## src/rtl/transpose_read_sequencer.sv

```systemverilog
// transpose_read_sequencer: walks the matrix in transposed order and streams words through a 3-entry FIFO
module transpose_read_sequencer #(
  parameter int MATRIX_DIM = 8,
  parameter int COL_WIDTH = 8,
  parameter int WORD_LEN = 32,
  parameter int ADDR_LEN = $clog2(MATRIX_DIM)
) (
  input  logic                clk,
  input  logic                rst,
  input  logic                start,
  output logic                busy,
  output logic                done,
  output logic                mem_read_en,
  output logic [ADDR_LEN-1:0] mem_read_row,
  output logic [ADDR_LEN-1:0] mem_read_col,
  input  logic [WORD_LEN-1:0] mem_data,
  output logic [WORD_LEN-1:0] out_data,
  output logic                out_valid,
  input  logic                out_ready,
  output logic                out_last
);
  localparam int COLS_PER_WORD = WORD_LEN / COL_WIDTH;
  localparam int WORDS_PER_ROW = MATRIX_DIM / COLS_PER_WORD;
  localparam logic [ADDR_LEN-1:0] STRIDE = ADDR_LEN'(COLS_PER_WORD);
  localparam logic [ADDR_LEN-1:0] ROW_MAX = ADDR_LEN'((WORDS_PER_ROW - 1) * COLS_PER_WORD);
  localparam logic [ADDR_LEN-1:0] COL_MAX = ADDR_LEN'(MATRIX_DIM - 1);
  typedef enum logic [1:0] {IDLE, RUN, DRAIN} state_t;
  state_t state, state_nx;
  logic [ADDR_LEN-1:0] row, col;
  logic inflight, inflight_last;
  logic [1:0] count, wr_idx;
  logic [WORD_LEN:0] q [3];
  logic row_end, last_rd, push, pop;
  assign row_end = row == ROW_MAX;
  assign last_rd = row_end && col == COL_MAX;
  assign push = inflight;
  assign pop = out_valid && out_ready;
  assign wr_idx = count - {1'b0, pop};
  assign busy = state != IDLE;
  assign mem_read_row = row;
  assign mem_read_col = col;
  assign out_valid = count != 2'd0;
  assign out_data = out_valid ? q[0][WORD_LEN-1:0] : '0;
  assign out_last = out_valid && q[0][WORD_LEN];
  // done is high in the first IDLE cycle; a start there still belongs to the finished pass
  always_comb begin
    mem_read_en = state == RUN && (3'(count) + 3'(inflight)) < 3'd3;
    state_nx = state;
    state_nx = state == IDLE ? (start && !done ? RUN : IDLE)
             : state == RUN  ? (mem_read_en && last_rd ? DRAIN : RUN)
             : (pop && out_last ? IDLE : DRAIN);
  end
  always_ff @(posedge clk or posedge rst) begin
    if (rst) begin
      state <= IDLE;
      row <= '0;
      col <= '0;
      inflight <= 1'b0;
      inflight_last <= 1'b0;
      count <= 2'd0;
      done <= 1'b0;
    end else begin
      state <= state_nx;
      inflight <= mem_read_en;
      inflight_last <= mem_read_en && last_rd;
      done <= pop && out_last;
      count <= count + {1'b0, push} - {1'b0, pop};
      if (state == IDLE && start) begin
        row <= '0;
        col <= '0;
      end else if (mem_read_en) begin
        row <= row_end ? '0 : row + STRIDE;
        col <= row_end ? col + ADDR_LEN'(1) : col;
      end
    end
  end
  // head is always q[0]; the tail slot follows the count after any pop
  always_ff @(posedge clk) begin
    if (pop) begin
      q[0] <= q[1];
      q[1] <= q[2];
    end
    for (int i = 0; i < 3; i++)
      if (push && wr_idx == 2'(i)) q[i] <= {inflight_last, mem_data};
  end
endmodule

```

## config.mk

```make
export PLATFORM = sky130hd
export DESIGN_NAME = transpose_read_sequencer
export DESIGN_NICKNAME = d
export VERILOG_FILES = /design/src/rtl/transpose_read_sequencer.sv
export SDC_FILE = /design/constraint.sdc
export NUM_CORES = 1
export LEC_CHECK = 0
export CORE_ASPECT_RATIO = 1.4
export CORE_MARGIN = 4
export CORE_UTILIZATION = 43
export DETAILED_ROUTE_END_ITERATION = 12
export MAX_ROUTING_LAYER = met4
export PLACE_DENSITY = 0.78
export SYNTH_ARGS = -nofsm -noshare
export SYNTH_HDL_FRONTEND = slang
export SYNTH_SLANG_ARGS = --single-unit
```

## constraint.sdc

```tcl
create_clock -name clk -period 5.43 [get_ports clk]
set_input_delay 1.086 -clock clk [delete_from_list [all_inputs] [get_ports clk]]
set_output_delay 1.086 -clock clk [all_outputs]
set_load 0.01 [all_outputs]
```

==> metrics.log <==
[metrics] number of inserted filler cells in the final layout: 916
[metrics] number of buffers added for setup after CTS: 0
[metrics] cell chosen for the clock root: clkbuf_16
[metrics] netlist area before placement: approximately 4700 sq um
[metrics] Worst setup SP type: register
[metrics] non-filler cells in the finished layout: around 500
[metrics] Max clock buf depth: 2
[metrics] final critical-path required period: 3.47 ns
[metrics] clock transition at the register clock pins on the worst setup and hold paths after CTS: ~0.060 ns
[metrics] sequential share of the synthesized area: 0.686
[metrics] vertical die dimension: around 130 um
[metrics] worst setup path class: reg2out
[metrics] hold violation total from the final report: 0
[metrics] number of max-cap violations: 0
[metrics] Netlist cell types: 28
[metrics] insertion delay of the later-clocked pin in the worst-skew pair: approximately 0.34 ns
[metrics] number of buffers inserted during clock tree synthesis: 9
[metrics] wire length of the first global-routing pass: 13100 um
[metrics] timing-limited maximum frequency: between 200 and 300 MHz
[metrics] final core area utilization: 0.540
[metrics] required time of the worst setup path: about 4.3 ns
[metrics] Routed WL: roughly 8300 um
[metrics] fin nets: 383
[metrics] most frequent cell on the critical path: ha_1
[metrics] number of instances resized during post-cts repair: 0
[metrics] total die area: 12800 sq um
[metrics] core outline area: 10800 sq um
[metrics] HP Class: reg2reg
[metrics] average via count per standard cell: ~4.9
[metrics] area after detailed placement: ~5600 sq um
[metrics] number of placement rows: 45
[metrics] count of warnings emitted by yosys: 0
[metrics] total leakage power: ~0.0021 uW
[metrics] Critical-path top delay cell: clkdlybuf4s50_1
[metrics] cts-stage hold buffer count: 0
[metrics] final instance area: 5840 sq um
[metrics] Initial DRC Count: roughly 100
[metrics] total global routing track utilization: 0.137
[metrics] kind of capture point of the worst setup path: output pin
[metrics] area growth from synthesis to layout: 23.3%
[metrics] number of global-route vias before repair: ~2500
[metrics] total clock sinks: 110
[metrics] Critical path buffers and inverters: 1
[metrics] input/output buffers: between 70 and 80
[metrics] worst ir drop on vdd: 285 uV
[metrics] cell area power density: roughly 650 nW/um^2
[metrics] worst slew pin tran: about 1.1 ns
[metrics] RSZ-0062 raised after global routing: no
[metrics] fraction of final layout cells sized beyond drive strength 1: 0.254
[metrics] number of placed instances, taps included: 471
[metrics] kind of cell adding the most delay to the critical path: buffers and inverters
[metrics] Detail Placement HPWL: roughly 5300 um
[metrics] final antenna-violating net count: 0
[metrics] final antenna diode count: 0
[metrics] status: complete, no violations
[metrics] CTS HTree Levels: 3
[metrics] cells traversed along the worst timing path: ha_1 > ha_1 > a211oi_1 > clkdlybuf4s50_1
[metrics] maximum number of pins on one net before global-route repair: 37
[metrics] post-synthesis area per instance: approximately 18 sq um
[metrics] worst stage delay on the critical path: around 0.63 ns
[metrics] fraction of the cycle the final worst path needs: 0.638
[metrics] Fin Setup TNS: 0 ns
[metrics] Worst Slack Setup Final: 1.96 ns
[metrics] CTS tree: yes
[metrics] overflow left after global routing: 0
[metrics] maximum fanout along the worst path: 5
[metrics] post-synthesis sequential element count: 110
[metrics] CP arrival: 2.38 ns
[metrics] final worst clock skew: roughly 0.0060 ns
[metrics] DRC viols: 0
[metrics] tightest slew margin relative to the limit: 0.286
[metrics] detailed-route wire length per cell: approximately 17 um
[metrics] initial core utilization: 0.438
[metrics] total number of vias: roughly 2400
[metrics] post-synthesis cell count: 264
[metrics] Detailed Routing Iterations Pass 1: 4
[metrics] post-place setup slack: approximately 1.7 ns
[metrics] top-level I/O count: between 70 and 80
[metrics] DIE WIDTH: slightly below 100 um
[metrics] Pins Over Slew Limit: 0
[metrics] Final Wtd Congestion: roughly 0.7
[metrics] antenna violations before repair: 0
[metrics] number of setup violations in the final report: 0
## synthesized netlist by cell type (all sizes together)
library cell,n,share of area
a211oi,1,0.0016
a21bo,1,0.0021
a21o,1,0.0016
and2,34,0.045
and3,2,0.0026
buf,9,0.021
clkbuf,4,0.0032
conb,1,0.00079
dfrtp,11,0.058
edfxtp,99,0.63
ha,6,0.016
inv,6,0.0048
mux2,66,0.18
mux2i,4,0.0085
nand2,5,0.0040
nand2b,2,0.0026
nand3,1,0.0021
nand4bb,1,0.0024
nor2,2,0.0016
o22ai,2,0.0026
or2,3,0.0040
or3b,1,0.0019
xnor2,2,0.0053
## worst paths after layout
| check | start | to | slack, ns | cells past startpoint |
|---|---|---|---|---|
| setup / recovery | inflight$_DFF_PP0_ | mem_read_en | 1.96 | 4 |
| hold / removal | done$_DFF_PP0_ | state[0]$_DFF_PP0_ | 0.48 | 1 |
| setup reg to reg | count[1]$_DFF_PP0_ | q[0][1]$_DFFE_PP_ | 2.20 | 7 |
| hold reg to reg | done$_DFF_PP0_ | state[0]$_DFF_PP0_ | 0.48 | 1 |
| max in group asynchronous | rst | inflight$_DFF_PP0_ | 4.09 | 2 |
| min in group asynchronous | rst | mem_read_col[1]$_DFFE_PP0P_ | 1.05 | 2 |
## state kept, by name, indices dropped and copies added, names as in the netlist
signal,count
q,99
mem_read_col,3
count,2
state,2
done,1
inflight,1
inflight_last,1
mem_read_row,1
## cell usage in the layout (no fill, tap or decap), types with 2 or more instances in the layout
master / instances
and2_1: 34
buf_4: 2
clkbuf_1: 5
clkbuf_16: 9
clkdlybuf4s50_1: 76
conb_1: 2
dfrtp_1: 11
edfxtp_1: 99
ha_1: 6
inv_1: 6
mux2_2: 37
mux2_4: 29
mux2i_1: 4
nand2_1: 5
o22ai_1: 2
or2_2: 3
## cell type report
type / instances / area, sq um / share of cell area
Inverter: 6 / 22.5 / 0.00386
Sequential cell: 110 / 3250 / 0.556
Tap cell: 141 / 176 / 0.0302
Clock buffer: 14 / 244 / 0.0418
Timing Repair Buffer: 78 / 776 / 0.133
Clock inverter: 2 / 8.76 / 0.00150
Multi-Input combinational cell: 136 / 1360 / 0.233
## metrics by stage
step	power [uW]	hold WS (ns)
global route	4040	0.498
floorplan	2670	0.437
finish	3810	0.485
detailed placement	3290	0.462
global placement	3220	0.462
CTS	3880	0.488
## logic make-up (layout without fill, tap and decap cells)
family	Yosys count	count (layout)	share of synthesized area
fa+ha+maj	6	6	0.0159
buf+inv	19	100	0.0293
compound gates	5	5	0.00793
mux	70	70	0.188
other cells	1	2	0.000792
flops	110	110	0.686
xor+xnor	2	2	0.00529
simple gates	51	51	0.0661
## power by group
| part | switching [uW] | internal [uW] | leakage (uW) | total, uW |
|---|---|---|---|---|
| Clock | 267 | 310 | 0.000122 | 577 |
| Sequential | 111 | 1490 | 0.00108 | 1600 |
| Combinational | 741 | 897 | 0.000932 | 1640 |
## layer usage
metal  vias to the layer above  part of all wire  track usage
met5                         -                 0            -
met4                         0             0.020       0.0632
met3                        15             0.032       0.0217
met2                        51              0.55        0.242
met1                      1195              0.40        0.149
li1                       1130                 -            -
Note: power is estimated with default switching activity, not from simulation.
